<file path="src/rtl/cpu_prog_loader_pkg.sv">
// rtl/cpu_prog_loader_pkg.sv - shared constants and state encoding for the program loader
package cpu_prog_loader_pkg;

    localparam logic [7:0] LOADER_SYNC = 8'hA5;

    typedef enum logic [2:0] {
        HUNT   = 3'd0,
        LEN_HI = 3'd1,
        LEN_LO = 3'd2,
        DATA   = 3'd3,
        CSUM   = 3'd4,
        RUN    = 3'd5,
        ERROR  = 3'd6
    } loader_state_t;

endpackage

</file>
<file path="src/rtl/cpu_prog_loader_if.sv">
// rtl/cpu_prog_loader_if.sv - byte stream in, instruction RAM write port and CPU control out
interface cpu_prog_loader_if #(
    parameter int width       = 16,
    parameter int iaddr_width = 10
);
    logic [7:0]             rx_data;
    logic                   rx_valid;
    logic                   rx_ready;
    logic [iaddr_width-1:0] iwaddr;
    logic [width-1:0]       iwdata;
    logic                   iwrite;
    logic                   cpu_reset;
    logic                   done;
    logic                   error;

    modport master (
        input  rx_data, rx_valid,
        output rx_ready, iwaddr, iwdata, iwrite, cpu_reset, done, error
    );

    modport slave (
        output rx_data, rx_valid,
        input  rx_ready, iwaddr, iwdata, iwrite, cpu_reset, done, error
    );
endinterface

</file>
<file path="src/rtl/cpu_prog_loader_word_asm.sv">
// rtl/cpu_prog_loader_word_asm.sv - packs MSB-first bytes into instruction words
module loader_word_asm #(
    parameter int width = 16
) (
    input  logic             clk,
    input  logic             reset,
    input  logic             clear,
    input  logic             byte_valid,
    input  logic [7:0]       byte_data,
    output logic             word_done,
    output logic [width-1:0] word
);
    localparam int BPW = width / 8;
    localparam int CW  = (BPW > 1) ? $clog2(BPW) : 1;

    logic [CW-1:0] byte_cnt;

    assign word_done = byte_valid && (byte_cnt == CW'(BPW - 1));

    // word is combinational so the completed value is available on the accepting clock
    generate
        if (BPW == 1) begin : g_single
            assign word = byte_data;
        end else begin : g_multi
            logic [width-9:0] sreg;
            assign word = {sreg, byte_data};
            always_ff @(posedge clk or posedge reset) begin
                if (reset) begin
                    sreg <= '0;
                end else if (byte_valid) begin
                    sreg <= word[width-9:0];
                end
            end
        end
    endgenerate

    always_ff @(posedge clk or posedge reset) begin
        if (reset) begin
            byte_cnt <= '0;
        end else if (clear) begin
            byte_cnt <= '0;
        end else if (byte_valid) begin
            byte_cnt <= word_done ? '0 : byte_cnt + CW'(1);
        end
    end
endmodule

</file>
<file path="src/rtl/cpu_prog_loader.sv">
// rtl/cpu_prog_loader.sv - framed byte stream to instruction RAM loader holding the CPU in reset
module cpu_prog_loader
    import cpu_prog_loader_pkg::*;
#(
    parameter int width       = 16,
    parameter int iaddr_width = 10
) (
    input  logic               clk,
    input  logic               reset,
    cpu_prog_loader_if.master  bus
);
    localparam int          CW      = iaddr_width + 1;
    localparam int unsigned MAX_LEN = 32'd1 << iaddr_width;

    loader_state_t          state, next_state;
    logic                   rx_ready_q, cpu_reset_q, done_q, error_q, iwrite_q;
    logic                   cpu_reset_d, done_d, error_d;
    logic [iaddr_width-1:0] iwaddr_q;
    logic [width-1:0]       iwdata_q;
    logic [7:0]             len_hi;
    logic [15:0]            len;
    logic [15:0]            len_full;
    logic [7:0]             csum;
    logic [7:0]             csum_next;
    logic [CW-1:0]          word_cnt;
    logic                   accept, word_done, last_word;
    logic [width-1:0]       word;

    assign accept    = bus.rx_valid & rx_ready_q;
    assign len_full  = {len_hi, bus.rx_data};
    assign csum_next = csum + bus.rx_data;
    assign last_word = (32'(word_cnt) + 32'd1) == 32'(len);

    loader_word_asm #(.width(width)) u_word_asm (
        .clk        (clk),
        .reset      (reset),
        .clear      (accept && (state == LEN_LO)),
        .byte_valid (accept && (state == DATA)),
        .byte_data  (bus.rx_data),
        .word_done  (word_done),
        .word       (word)
    );

    always_ff @(posedge clk or posedge reset) begin
        if (reset) begin
            state       <= HUNT;
            rx_ready_q  <= 1'b0;
            cpu_reset_q <= 1'b1;
            done_q      <= 1'b0;
            error_q     <= 1'b0;
        end else begin
            state       <= next_state;
            rx_ready_q  <= 1'b1;
            cpu_reset_q <= cpu_reset_d;
            done_q      <= done_d;
            error_q     <= error_d;
        end
    end

    // SYNC is only recognised between frames; inside a frame 0xA5 is plain data
    always_comb begin
        next_state = state;
        if (accept) begin
            case (state)
                HUNT, RUN, ERROR: if (bus.rx_data == LOADER_SYNC) next_state = LEN_HI;
                LEN_HI:           next_state = LEN_LO;
                LEN_LO: begin
                    if (32'(len_full) > MAX_LEN)  next_state = ERROR;
                    else if (len_full == 16'd0)   next_state = CSUM;
                    else                          next_state = DATA;
                end
                DATA:             if (word_done && last_word) next_state = CSUM;
                CSUM:             next_state = (csum_next == 8'h00) ? RUN : ERROR;
                default:          next_state = HUNT;
            endcase
        end
    end

    // Outputs are registered from next_state so cpu_reset releases cleanly on RUN entry
    always_comb begin
        cpu_reset_d = (next_state != RUN);
        done_d      = (next_state == RUN);
        error_d     = (next_state == ERROR);
    end

    always_ff @(posedge clk or posedge reset) begin
        if (reset) begin
            len_hi   <= '0;
            len      <= '0;
            csum     <= '0;
            word_cnt <= '0;
            iwaddr_q <= '0;
            iwdata_q <= '0;
            iwrite_q <= 1'b0;
        end else begin
            iwrite_q <= 1'b0;
            if (accept) begin
                case (state)
                    HUNT, RUN, ERROR: if (bus.rx_data == LOADER_SYNC) csum <= '0;
                    LEN_HI: begin
                        len_hi <= bus.rx_data;
                        csum   <= csum_next;
                    end
                    LEN_LO: begin
                        len      <= len_full;
                        csum     <= csum_next;
                        word_cnt <= '0;
                    end
                    DATA, CSUM: csum <= csum_next;
                    default: ;
                endcase
            end
            if ((state == DATA) && word_done) begin
                iwrite_q <= 1'b1;
                iwdata_q <= word;
                iwaddr_q <= word_cnt[iaddr_width-1:0];
                word_cnt <= word_cnt + CW'(1);
            end
        end
    end

    assign bus.rx_ready  = rx_ready_q;
    assign bus.iwaddr    = iwaddr_q;
    assign bus.iwdata    = iwdata_q;
    assign bus.iwrite    = iwrite_q;
    assign bus.cpu_reset = cpu_reset_q;
    assign bus.done      = done_q;
    assign bus.error     = error_q;
endmodule

</file>
<file path="src/flat_wrapper.sv">
// flat-port wrapper written by rule: the top's interface ports become plain ports
module cpu_prog_loader_flat import cpu_prog_loader_pkg::*;
#(
    parameter int width       = 16,
    parameter int iaddr_width = 10
)
  (clk, reset, bus_rx_data, bus_rx_valid, bus_rx_ready, bus_iwaddr, bus_iwdata, bus_iwrite, bus_cpu_reset, bus_done, bus_error);
  cpu_prog_loader_if #(.width(width), .iaddr_width(iaddr_width)) bus_i ();
  input  logic clk;
  input  logic reset;
  input wire logic [$bits(bus_i.rx_data)-1:0] bus_rx_data;
  input wire logic [$bits(bus_i.rx_valid)-1:0] bus_rx_valid;
  output wire logic [$bits(bus_i.rx_ready)-1:0] bus_rx_ready;
  output wire logic [$bits(bus_i.iwaddr)-1:0] bus_iwaddr;
  output wire logic [$bits(bus_i.iwdata)-1:0] bus_iwdata;
  output wire logic [$bits(bus_i.iwrite)-1:0] bus_iwrite;
  output wire logic [$bits(bus_i.cpu_reset)-1:0] bus_cpu_reset;
  output wire logic [$bits(bus_i.done)-1:0] bus_done;
  output wire logic [$bits(bus_i.error)-1:0] bus_error;
  assign bus_i.rx_data = bus_rx_data;
  assign bus_i.rx_valid = bus_rx_valid;
  assign bus_rx_ready = bus_i.rx_ready;
  assign bus_iwaddr = bus_i.iwaddr;
  assign bus_iwdata = bus_i.iwdata;
  assign bus_iwrite = bus_i.iwrite;
  assign bus_cpu_reset = bus_i.cpu_reset;
  assign bus_done = bus_i.done;
  assign bus_error = bus_i.error;
  cpu_prog_loader #(.width(width), .iaddr_width(iaddr_width)) u_core (.clk(clk), .reset(reset), .bus(bus_i));
endmodule
</file>
<file path="config.mk">
export PLATFORM = sky130hd
export DESIGN_NAME = cpu_prog_loader_flat
export DESIGN_NICKNAME = d
export VERILOG_FILES = /design/src/rtl/cpu_prog_loader_pkg.sv /design/src/rtl/cpu_prog_loader_if.sv /design/src/rtl/cpu_prog_loader_word_asm.sv /design/src/rtl/cpu_prog_loader.sv /design/src/flat_wrapper.sv
export SDC_FILE = /design/constraint.sdc
export NUM_CORES = 1
export LEC_CHECK = 0
export CAP_MARGIN = 15
export CORE_AREA = 2 2 124 126
export CTS_BUF_LIST = sky130_fd_sc_hd__clkbuf_4
export DETAILED_ROUTE_END_ITERATION = 7
export DIE_AREA = 0 0 126 128
export HOLD_SLACK_MARGIN = 0.12
export PLACE_DENSITY_LB_ADDON = 0.25
export SLEW_MARGIN = 20
export SYNTH_ARGS = -nofsm -noshare
export SYNTH_HDL_FRONTEND = slang
export SYNTH_SLANG_ARGS = --single-unit
</file>
<file path="constraint.sdc">
create_clock -name clk -period 5.65 [get_ports clk]
set_clock_uncertainty 0.15 [all_clocks]
set_input_delay 0.565 -clock clk [delete_from_list [all_inputs] [get_ports clk]]
set_output_delay 0.565 -clock clk [all_outputs]
set_load 0.05 [all_outputs]
</file>
==> key figures <==
Critical path
  • Data required time of the worst path: 5.90 ns
  • Critical path origin: bus_rx_data[0]
  • Worst r2r src: u_core.state[2]
  • CP max FO: 7
  • Crit path kind: in -> reg
  • Worst endpoint data arrival time: 3.61 ns
  • Endpoint class of the critical path: flip-flop
  • Setup crit start kind: input port
  • Worst-path cell chain: clkdlybuf4s50_1 -> ha_1 -> fa_1 -> nand3_1 -> a21oi_1 -> mux2_2 -> a2111oi_1 -> nand4b_1 -> a211oi_2 -> and3_1
  • Worst path slowest cell: clkdlybuf4s50_1
  • Max incr delay on CP: just over 0.6 ns

STA
  • Final count of pins violating max slew: 0
  • Fmax achieved: 297.9 MHz
  • Final Critical Period: 3.356 ns
  • Final-report setup violation count: 0
  • Slew headroom: 0.3275
  • Setup TNS: 0 ns
  • Share of the clock period used by the worst path: 0.5940
  • PnR worst setup slack: ~2.3 ns
  • Final hold violations: 0
  • Slew @ Worst Pin: 1.008 ns
  • RSZ-0062 raised after global routing: no

Die
  • Rows: 45
  • Die height: 128 um
  • Full die area: around 16000 um^2
  • IO Pins: 42
  • Core ar.: ~15000 um^2
  • Initial Util: 0.2843
  • Die W: 126 um

Logic synthesis
  • Syn Nets: 467
  • Count of flip-flops with a built-in enable after synthesis: 0
  • #FFs+latches synth: 86
  • Primary FF master, synth: dfrtp_1
  • Synthesized area: 4227 um^2
  • Async SR Flop Fraction: 1.000
  • Ys Warns: 0
  • Post-synth cell types: 64
  • Mean Syn Cell Area: 9.455 um^2
  • Post-synthesis sequential area ratio: 0.5095
  • Synth Instances: 447

Place
  • DP Wirelength: just under 7000 um
  • Port bufs: 41
  • Post-Place Worst Slack: approximately 1.8 ns
  • GPL Wtd Cong: 0.7906

Clocking
  • Clk pin slew, worst setup/hold paths: around 0.15 ns
  • Bufs on Longest Clock Path: 2
  • Clock sink count: 86
  • PostCTS Resize Cnt: 0
  • Clk Latency, worst-skew pair: 0.46 ns
  • CTS tree: built
  • CTS buffer count: 9
  • Hold_buf cts: 0
  • Post-CTS Setup Bufs: 0
  • Root Buffer: clkbuf_4
  • H-tree depth: 3

Power and ir drop
  • Max VDD drop: 0.2512 mV
  • P per Cell Area: 405.2 nW/um^2
  • Total power: between 2 and 2.5 mW
  • Leakage power figure: 2.346 nW

Hold path
  • Hold Crit Class: in -> async

Global routing
  • First-pass GRT wire length: ~17000 um
  • Overall Global Routing Usage: 0.1311
  • Initial antenna violation count: 0
  • Pin count of the biggest net entering global routing: 57
  • Grt ovf: 0
  • Vias in the first global route: 3326

Route
  • DR vias/cell: 4.836
  • Initial DRC count: 159
  • Routed Antenna Nets: 0
  • DRC Markers: 0
  • Pre-Repair DR Iteration Count: 4
  • Final wirelength: 10130 um
  • Via count: 3269
  • Routed wire length per instance: between 10 and 15 um

Finish
  • Layout cells sized above 1: 0.1004
  • # nets final: 503
  • Antenna diodes: 0
  • Syn-to-layout area delta: 17.91%

Run
  • MaxCap Viol Count: 0

Status
  • Outcome: finished, final reports clean
## synthesized netlist by cell type (7+ instances only)
| cell | count | area share |
|---|---|---|
| nand2_1 | 142 | 0.13 |
| dfrtp_1 | 85 | 0.50 |
| nor2_1 | 22 | 0.020 |
| o21ai_0 | 22 | 0.026 |
| mux2_2 | 17 | 0.045 |
| clkbuf_1 | 13 | 0.012 |
| nand3_1 | 13 | 0.015 |
| xnor2_1 | 12 | 0.025 |
| a21oi_1 | 10 | 0.012 |
| ha_1 | 8 | 0.024 |
| inv_1 | 7 | 0.0062 |
| xor2_1 | 7 | 0.015 |
## state kept, by name, indices dropped and copies added, names as in the netlist, 3 cells and up
signal                          flops
u_core.word_cnt                    11
u_core.len                         16
u_core.u_word_asm.g_multi.sreg      8
u_core.bus.iwdata                  16
u_core.len_hi                       8
u_core.csum                         8
u_core.state                        3
u_core.bus.iwaddr                  10
## worst max-delay path, delay by kind of cell
kind	cells	cell delay [ns]
compound gates	3	1.03
mux	1	0.36
buf+inv	1	0.62
simple gates	3	0.56
fa+ha+maj	2	0.47
## layer usage
layer / track usage / vias up / wire length (um)
met5: 0 / - / 0
met4: 0.05430 / 0 / 236
met3: 0.03297 / 16 / 389
met2: 0.2021 / 60 / 4623
met1: 0.1765 / 1594 / 4875
li1: - / 1599 / -
## layout make-up
| type | instances | area [um^2] |
|---|---|---|
| clock buffer | 9 | 67.56 |
| clock inverter | 7 | 103.9 |
| fill | 1566 | 9881 |
| inverter | 8 | 31.28 |
| multi-input combinational | 334 | 1959 |
| sequential | 86 | 2153 |
| tap | 188 | 235.2 |
| timing repair buffer | 44 | 432.9 |
## power breakdown
group | switching [mW] | total (mW) | internal, mW
Clock | 0.237 | 0.424 | 0.187
Sequential | 0.0853 | 0.815 | 0.729
Combinational | 0.495 | 0.781 | 0.286
Total | 0.817 | 2.02 | 1.20
## path summary, 6_finish.rpt
check	endpoint	cells past startpoint	slack, ns
setup / recovery	u_core.bus.done	10	2.29
hold / removal	u_core.word_cnt[7]	2	0.30
setup reg to reg	u_core.word_cnt[2]	7	2.61
hold reg to reg	u_core.bus.iwaddr[1]	2	0.34
max in group asynchronous	u_core.len_hi[3]	3	3.93
min in group clk	u_core.bus.iwaddr[1]	2	0.34
## logic make-up after synthesis
family | count (synthesis) | synth area share
simple gates | 216 | 0.2268
other cells | 1 | 0.0008872
fa+ha+maj | 10 | 0.03108
compound gates | 69 | 0.1125
buf+inv | 27 | 0.02694
mux | 18 | 0.04766
xor+xnor | 20 | 0.04470
flops | 86 | 0.5095
## placed cells by master (no fill, tap or decap), types with 3 or more instances in the layout
cell,n
a21oi_1,10
a22o_1,6
and3_1,5
buf_4,3
clkbuf_4,9
clkdlybuf4s50_1,41
dfrtp_1,85
ha_1,8
inv_1,6
mux2_2,17
nand2_1,142
nand3_1,13
nor2_1,22
nor2b_1,4
nor3_1,6
o21a_1,3
o21ai_0,22
o31ai_1,6
or4_1,3
xnor2_1,12
xor2_1,7
## per-stage QoR
| stage | instance area, um^2 | std cells | hold slack [ns] | util |
|---|---|---|---|---|
| 2_1_floorplan | 4227 | 447 | 0.2848 | - |
| 3_3_place_gp | 4812 | 660 | 0.2973 | 0.3237 |
| 3_5_place_dp | 4812 | 660 | 0.3023 | 0.3237 |
| 4_1_cts | 4984 | 676 | 0.3066 | 0.3353 |
| 5_1_grt | 4984 | 676 | 0.3399 | 0.3353 |
| 6_report | 4984 | 676 | 0.3021 | 0.3353 |
(Power assumes the default switching activity.)
